$ cat config.mk
export PLATFORM = sky130hd
export DESIGN_NAME = ts_gen_mlane_flat
export DESIGN_NICKNAME = d
export VERILOG_FILES = /design/src/rtl/ts_gen_mlane_if.sv /design/src/rtl/ts_gen_mlane.sv /design/src/flat_wrapper.sv
export SDC_FILE = /design/constraint.sdc
export NUM_CORES = 2
export LEC_CHECK = 0
export ABC_AREA = 1
export CAP_MARGIN = 20
export CORE_MARGIN = 5
export CORE_UTILIZATION = 40
export CTS_CLUSTER_DIAMETER = 150
export DETAILED_ROUTE_END_ITERATION = 8
export GPL_TIMING_DRIVEN = 0
export PLACE_DENSITY = 0.64
export SLEW_MARGIN = 5
export SYNTH_ARGS = -nofsm -noshare
export SYNTH_HDL_FRONTEND = slang
export SYNTH_SLANG_ARGS = --single-unit
$ cat constraint.sdc
create_clock -name clk -period 1.98 [get_ports clk]
set_input_delay 0.297 -clock clk [delete_from_list [all_inputs] [get_ports clk]]
set_output_delay 0.297 -clock clk [all_outputs]
set_load 0.02 [all_outputs]
$ cat src/rtl/ts_gen_mlane_if.sv
// ts_gen_mlane_if: command, backpressure and per-lane ordered-set bus between the LTSSM side and ts_gen_mlane.
interface ts_gen_mlane_if #(
   parameter int LANES = 4,
   parameter int TS_W  = 128,
   parameter int CNT_W = 12
) ();
   logic [7:0]            ts_info;
   logic [TS_W-1:0]       ts;
   logic [CNT_W-1:0]      ts_tgt;
   logic                  ts_update;
   logic                  ts_stop;
   logic                  speed;
   logic [LANES-1:0]      lane_en;
   logic                  ts_tx_fifo_full;
   logic                  ts_valid;
   logic [LANES*TS_W-1:0] ts_out;
   logic [7:0]            ts_info_out;
   logic [CNT_W-1:0]      ts_sent_cnt;
   logic                  to_tsa_ts_sent_enough;
   logic                  ts_busy;
   modport master (
      output ts_info, ts, ts_tgt, ts_update, ts_stop, speed, lane_en, ts_tx_fifo_full,
      input  ts_valid, ts_out, ts_info_out, ts_sent_cnt, to_tsa_ts_sent_enough, ts_busy
   );
   modport slave (
      input  ts_info, ts, ts_tgt, ts_update, ts_stop, speed, lane_en, ts_tx_fifo_full,
      output ts_valid, ts_out, ts_info_out, ts_sent_cnt, to_tsa_ts_sent_enough, ts_busy
   );
endinterface

$ cat src/rtl/ts_gen_mlane.sv
// ts_gen_mlane: multi-lane TS ordered-set generator with per-speed interval, stall and shadowed commands.
// Optional TS_GEN_LANE_NUM_EN: stamp the lane index into symbol 2 of each enabled lane (unless PAD).
module ts_gen_mlane #(
   parameter int LANES   = 4,
   parameter int TS_W    = 128,
   parameter int CNT_W   = 12,
   parameter int INTV_G1 = 64,
   parameter int INTV_G2 = 32
) (
   input  logic          clk,
   input  logic          rst_n,
   ts_gen_mlane_if.slave bus
);
   localparam int IW = $clog2(INTV_G1 > INTV_G2 ? INTV_G1 : INTV_G2);
   typedef enum logic [1:0] {IDLE, SEND, STALL} state_e;
   state_e                state_q;
   logic [IW-1:0]         cnt_q;
   logic [TS_W-1:0]       act_ts_q, sh_ts_q;
   logic [7:0]            act_info_q, sh_info_q, info_out_q;
   logic [CNT_W-1:0]      act_tgt_q, sh_tgt_q, sent_cnt_q;
   logic                  pend_q, valid_q, enough_q;
   logic [LANES*TS_W-1:0] out_q, lanes_d;
   logic [TS_W-1:0]       src_ts;
   logic [7:0]            src_info;
   logic [IW-1:0]         reload;
   logic                  due, emit, apply;
   // A pending shadow supplies the content of the emission that applies it.
   assign src_ts   = pend_q ? sh_ts_q : act_ts_q;
   assign src_info = pend_q ? sh_info_q : act_info_q;
   assign due      = (state_q == SEND && cnt_q == '0) || state_q == STALL;
   assign emit     = due && !bus.ts_tx_fifo_full;
   assign apply    = emit && pend_q;
   assign reload   = bus.speed ? IW'(INTV_G2 - 1) : IW'(INTV_G1 - 1);
   always_comb begin
      lanes_d = '0;
      for (int n = 0; n < LANES; n++) begin
         if (bus.lane_en[n]) begin
            lanes_d[n*TS_W +: TS_W] = src_ts;
`ifdef TS_GEN_LANE_NUM_EN
            if (src_ts[23:16] != 8'hF7) lanes_d[n*TS_W+16 +: 8] = 8'(n);
`endif
         end
      end
   end
   always_ff @(posedge clk or negedge rst_n) begin
      if (!rst_n) begin
         state_q    <= IDLE;
         cnt_q      <= '0;
         act_ts_q   <= '0;
         sh_ts_q    <= '0;
         act_info_q <= '0;
         sh_info_q  <= '0;
         info_out_q <= '0;
         act_tgt_q  <= '0;
         sh_tgt_q   <= '0;
         sent_cnt_q <= '0;
         pend_q     <= 1'b0;
         valid_q    <= 1'b0;
         enough_q   <= 1'b0;
         out_q      <= '0;
      end else begin
         valid_q <= emit;
         if (emit) begin
            out_q      <= lanes_d;
            info_out_q <= src_info;
            cnt_q      <= reload;
            sent_cnt_q <= pend_q ? CNT_W'(1) : (&sent_cnt_q ? sent_cnt_q : sent_cnt_q + 1'b1);
         end else if (state_q == SEND) begin
            cnt_q <= cnt_q - 1'b1;
         end
         if (apply) begin
            act_ts_q   <= sh_ts_q;
            act_info_q <= sh_info_q;
            act_tgt_q  <= sh_tgt_q;
         end
         if (state_q != IDLE) enough_q <= apply ? 1'b0 : sent_cnt_q >= act_tgt_q;
         case (state_q)
            IDLE: begin
               if (bus.ts_update && !bus.ts_stop) begin
                  state_q    <= SEND;
                  act_ts_q   <= bus.ts;
                  act_info_q <= bus.ts_info;
                  act_tgt_q  <= bus.ts_tgt;
                  sent_cnt_q <= '0;
                  enough_q   <= 1'b0;
                  cnt_q      <= '0;
               end
            end
            default: begin
               if (bus.ts_stop) begin
                  state_q <= IDLE;
                  pend_q  <= 1'b0;
               end else begin
                  state_q <= emit ? SEND : (due ? STALL : SEND);
                  pend_q  <= bus.ts_update || (pend_q && !emit);
                  if (bus.ts_update) begin
                     sh_ts_q   <= bus.ts;
                     sh_info_q <= bus.ts_info;
                     sh_tgt_q  <= bus.ts_tgt;
                  end
               end
            end
         endcase
      end
   end
   assign bus.ts_valid              = valid_q;
   assign bus.ts_out                = out_q;
   assign bus.ts_info_out           = info_out_q;
   assign bus.ts_sent_cnt           = sent_cnt_q;
   assign bus.to_tsa_ts_sent_enough = enough_q;
   assign bus.ts_busy               = state_q != IDLE;
endmodule

$ cat src/flat_wrapper.sv
// flat-port wrapper written by rule: the top's interface ports become plain ports
module ts_gen_mlane_flat 
#(
   parameter int LANES   = 4,
   parameter int TS_W    = 128,
   parameter int CNT_W   = 12,
   parameter int INTV_G1 = 64,
   parameter int INTV_G2 = 32
)
  (clk, rst_n, bus_ts_info, bus_ts, bus_ts_tgt, bus_ts_update, bus_ts_stop, bus_speed, bus_lane_en, bus_ts_tx_fifo_full, bus_ts_valid, bus_ts_out, bus_ts_info_out, bus_ts_sent_cnt, bus_to_tsa_ts_sent_enough, bus_ts_busy);
  ts_gen_mlane_if #(.LANES(LANES), .TS_W(TS_W), .CNT_W(CNT_W)) bus_i ();
  input  logic clk;
  input  logic rst_n;
  input wire logic [$bits(bus_i.ts_info)-1:0] bus_ts_info;
  input wire logic [$bits(bus_i.ts)-1:0] bus_ts;
  input wire logic [$bits(bus_i.ts_tgt)-1:0] bus_ts_tgt;
  input wire logic [$bits(bus_i.ts_update)-1:0] bus_ts_update;
  input wire logic [$bits(bus_i.ts_stop)-1:0] bus_ts_stop;
  input wire logic [$bits(bus_i.speed)-1:0] bus_speed;
  input wire logic [$bits(bus_i.lane_en)-1:0] bus_lane_en;
  input wire logic [$bits(bus_i.ts_tx_fifo_full)-1:0] bus_ts_tx_fifo_full;
  output wire logic [$bits(bus_i.ts_valid)-1:0] bus_ts_valid;
  output wire logic [$bits(bus_i.ts_out)-1:0] bus_ts_out;
  output wire logic [$bits(bus_i.ts_info_out)-1:0] bus_ts_info_out;
  output wire logic [$bits(bus_i.ts_sent_cnt)-1:0] bus_ts_sent_cnt;
  output wire logic [$bits(bus_i.to_tsa_ts_sent_enough)-1:0] bus_to_tsa_ts_sent_enough;
  output wire logic [$bits(bus_i.ts_busy)-1:0] bus_ts_busy;
  assign bus_i.ts_info = bus_ts_info;
  assign bus_i.ts = bus_ts;
  assign bus_i.ts_tgt = bus_ts_tgt;
  assign bus_i.ts_update = bus_ts_update;
  assign bus_i.ts_stop = bus_ts_stop;
  assign bus_i.speed = bus_speed;
  assign bus_i.lane_en = bus_lane_en;
  assign bus_i.ts_tx_fifo_full = bus_ts_tx_fifo_full;
  assign bus_ts_valid = bus_i.ts_valid;
  assign bus_ts_out = bus_i.ts_out;
  assign bus_ts_info_out = bus_i.ts_info_out;
  assign bus_ts_sent_cnt = bus_i.ts_sent_cnt;
  assign bus_to_tsa_ts_sent_enough = bus_i.to_tsa_ts_sent_enough;
  assign bus_ts_busy = bus_i.ts_busy;
  ts_gen_mlane #(.LANES(LANES), .TS_W(TS_W), .CNT_W(CNT_W), .INTV_G1(INTV_G1), .INTV_G2(INTV_G2)) u_core (.clk(clk), .rst_n(rst_n), .bus(bus_i));
endmodule
==> qor.csv <==
metric,value,unit
status,"finished, violations left",
violations,"hold timing, setup timing",
grt_use_total,28.9,%
numCtsBuffers,92,
worst_pin_slew,0.933,ns
cp_data_required_time,2.55,ns
ys_ff_latch,839,
drc,0,
ff2ff_path_depth,13,
fin_crit_sh,100,%
finish.net_count,5467,
htreeDepth,3,
start_kind,register,
grt_pass1_vias,32300,
setup_ws,-0.00266,ns
cts_root_buffer,clkbuf_16,
critPathKind,register to register,
fmax,0.504,GHz
end_kind,register,
synth_cell_type_count,27,
io_buffers,688,
initial_core_util,40.3,%
die_w,311,um
grt_max_degree,113,
final_cell_mix,"nand2_1 (1768), dfrtp_1 (837), clkdlybuf4s50_1 (479)",
hold_viol_final,192,
final.setup.tns,-0.00266,ns
critPathArrivalTime,2.56,ns
dieArea,97000,um2
clock-sinks,839,
clkSlewWorstSetupHoldPaths,0.06,ns
rsz0062_at_grt,true,
coreArea,90100,um2
io_pins,693,
ctsHoldBuffers,3,
fin_skew,0.0227,ns
globalRouteOverflowTotal,0,
rr_startpoint,u_core.cnt_q[1],
synth_area,36400,um2
gp_congestion,0.878,
wl_per_cell,22.7,um
syn-instance-count,4459,
synth-seq-area-share,57.8,%
initialDrtViolationCount,3403,
num_rows,110,
leakagePower,24.9,nW
antenna_found_initial,40,
final_util,55.6,%
r2r_setup_slack,-0.003,ns
powerDensity,1390,nW/um2
r2r_end,u_core.act_ts_q[114],
totalWireLength,149000,um
maxCapViolations,0,
synth_fp_nets,4632,
finalNonFillerCells,6566,
yosysWarnings,0,
final_common_cell,nand2_1,
worstSetupStartpoint,u_core.cnt_q[1],
firstDrtPassIters,6,
irDropWorstVdd,0.936,mV
grt_pass1_wl,214000,um
holdCritPathClass,primary input to async pin,
relSlewSlack,37.8,%
dpl_cell_area,44900,um2
finalInstanceArea,50100,um2
clockBufferDepth,3,
finalSetupViolCount,1,
insertion_delay,0.65,ns
dp_hpwl,106000,um
area_growth,37.9,%
min_period,1.98,ns
layout-drive-gt1-share,11.1,%
cts_tree,yes,
syn_area_per_cell,8.15,um2
ant_nets,0,
fp.dieH,311,um
finalMaxSlewViolations,0,
via_count,33900,
dp_cells,6332,
critPathMaxFanout,8,
vias_per_cell,5.17,
whs,-0.295,ns
[metal layers]
metal,track usage (%),vias to the layer above,wire [um]
met5,0,-,75
met4,12.4,10,6080
met3,5.73,259,10600
met2,45.6,1268,70500
met1,39.2,16600,62000
li1,-,15800,-
[repair_timing]
action                                  4_1_cts  5_1_grt
cloned                                        2       29
pin swaps                                     1       41
buffers inserted                              5        6
endpoints found under the setup margin     1149      682
resized for setup                           565      342
hold endpoints to repair                     50      192
[kinds of logic (layout without fill, tap and decap cells)]
logic type / after synthesis / in the layout / synth area share [%]
muxes: 8 / 8 / 0.248
DFF: 839 / 839 / 57.8
AOI/OAI and AO/OA: 809 / 809 / 11.2
and+or+nand+nor: 2177 / 2177 / 23.2
other: 0 / 33 / 0
adders and majority gates: 15 / 15 / 0.516
buffers and inverters: 611 / 1509 / 7.10
[worst max path at each step]
stage | slack [ns] | endpoint
CTS | 0.000002 | bus_ts_out[383]
finish | -0.003 | u_core.act_ts_q[114]
floorplan | 0.23 | u_core.bus.ts_sent_cnt[0]
global route | -0.12 | u_core.act_ts_q[114]
global placement | -38.86 | u_core.bus.ts_out[205]
detailed placement | -1.14 | u_core.sh_ts_q[87]
[cell type report]
type / count / area, um2
antenna: 33 / 82.6
buffer: 295 / 2260
clock buffer: 138 / 2710
clock inverter: 19 / 269
fill: 8240 / 40000
inverter: 315 / 1190
multi-input combinational: 3009 / 13400
sequential: 839 / 21000
tap: 1176 / 1470
timing repair buffer: 742 / 7800
[per-stage QoR]
step | power [W] | worst slack (ns)
3_5_place_dp | 0.0507 | -1.14
2_1_floorplan | 0.0381 | 0.234
3_3_place_gp | 0.0503 | -38.86
6_report | 0.0696 | -0.00266
5_1_grt | 0.0733 | -0.125
4_1_cts | 0.0685 | 0.00000222
[power by group]
part	internal, W	total, W	switching (W)
Clock	0.0101	0.0173	0.00725
Sequential	0.0221	0.0247	0.00263
Combinational	0.00962	0.0276	0.0180
Total	0.0418	0.0696	0.0279
[cell usage after synthesis, drive strengths merged]
| cell | count | share of area, % |
|---|---|---|
| nor2 | 185 | 1.9 |
| mux2 | 8 | 0.25 |
| nand3 | 172 | 2.4 |
| inv | 315 | 3.3 |
| buf | 140 | 2.2 |
| o21a | 1 | 0.021 |
| nand4 | 4 | 0.069 |
| or2 | 1 | 0.017 |
| clkbuf | 156 | 1.6 |
| ha | 15 | 0.52 |
| nand2 | 1810 | 19 |
| a21oi | 150 | 2.1 |
| a31oi | 3 | 0.052 |
| dfrtp | 839 | 58 |
| o21ai | 650 | 8.9 |
| o21bai | 5 | 0.10 |
| nor3 | 4 | 0.055 |
| and2 | 1 | 0.017 |
[registers in the layout, summed over array words and instances, names as in the netlist]
name and flops:
u_core.bus.ts_sent_cnt 12, u_core.bus.ts_valid 1, u_core.bus.ts_out 512, u_core.sh_ts_q 128, u_core.sh_tgt_q 12, u_core.state_q 2, u_core.cnt_q 6, u_core.act_info_q 8
u_core.act_tgt_q 12, u_core.bus.ts_info_out 8, u_core.act_ts_q 128, u_core.sh_info_q 8, u_core.bus.to_tsa_ts_sent_enough 1, u_core.pend_q 1
[worst max-delay path: stages, from the launching register on]
cell	delay, ns
dfrtp_1	0.41
inv_2	0.07
ha_1	0.13
nand2_1	0.05
nor2_1	0.10
nand2_1	0.11
nand2_4	0.13
nand3_4	0.14
buf_12	0.19
buf_16	0.16
clkbuf_16	0.17
nand2_1	0.06
nand3_1	0.08
nand2_1	0.07
(Power assumes the default switching activity.)
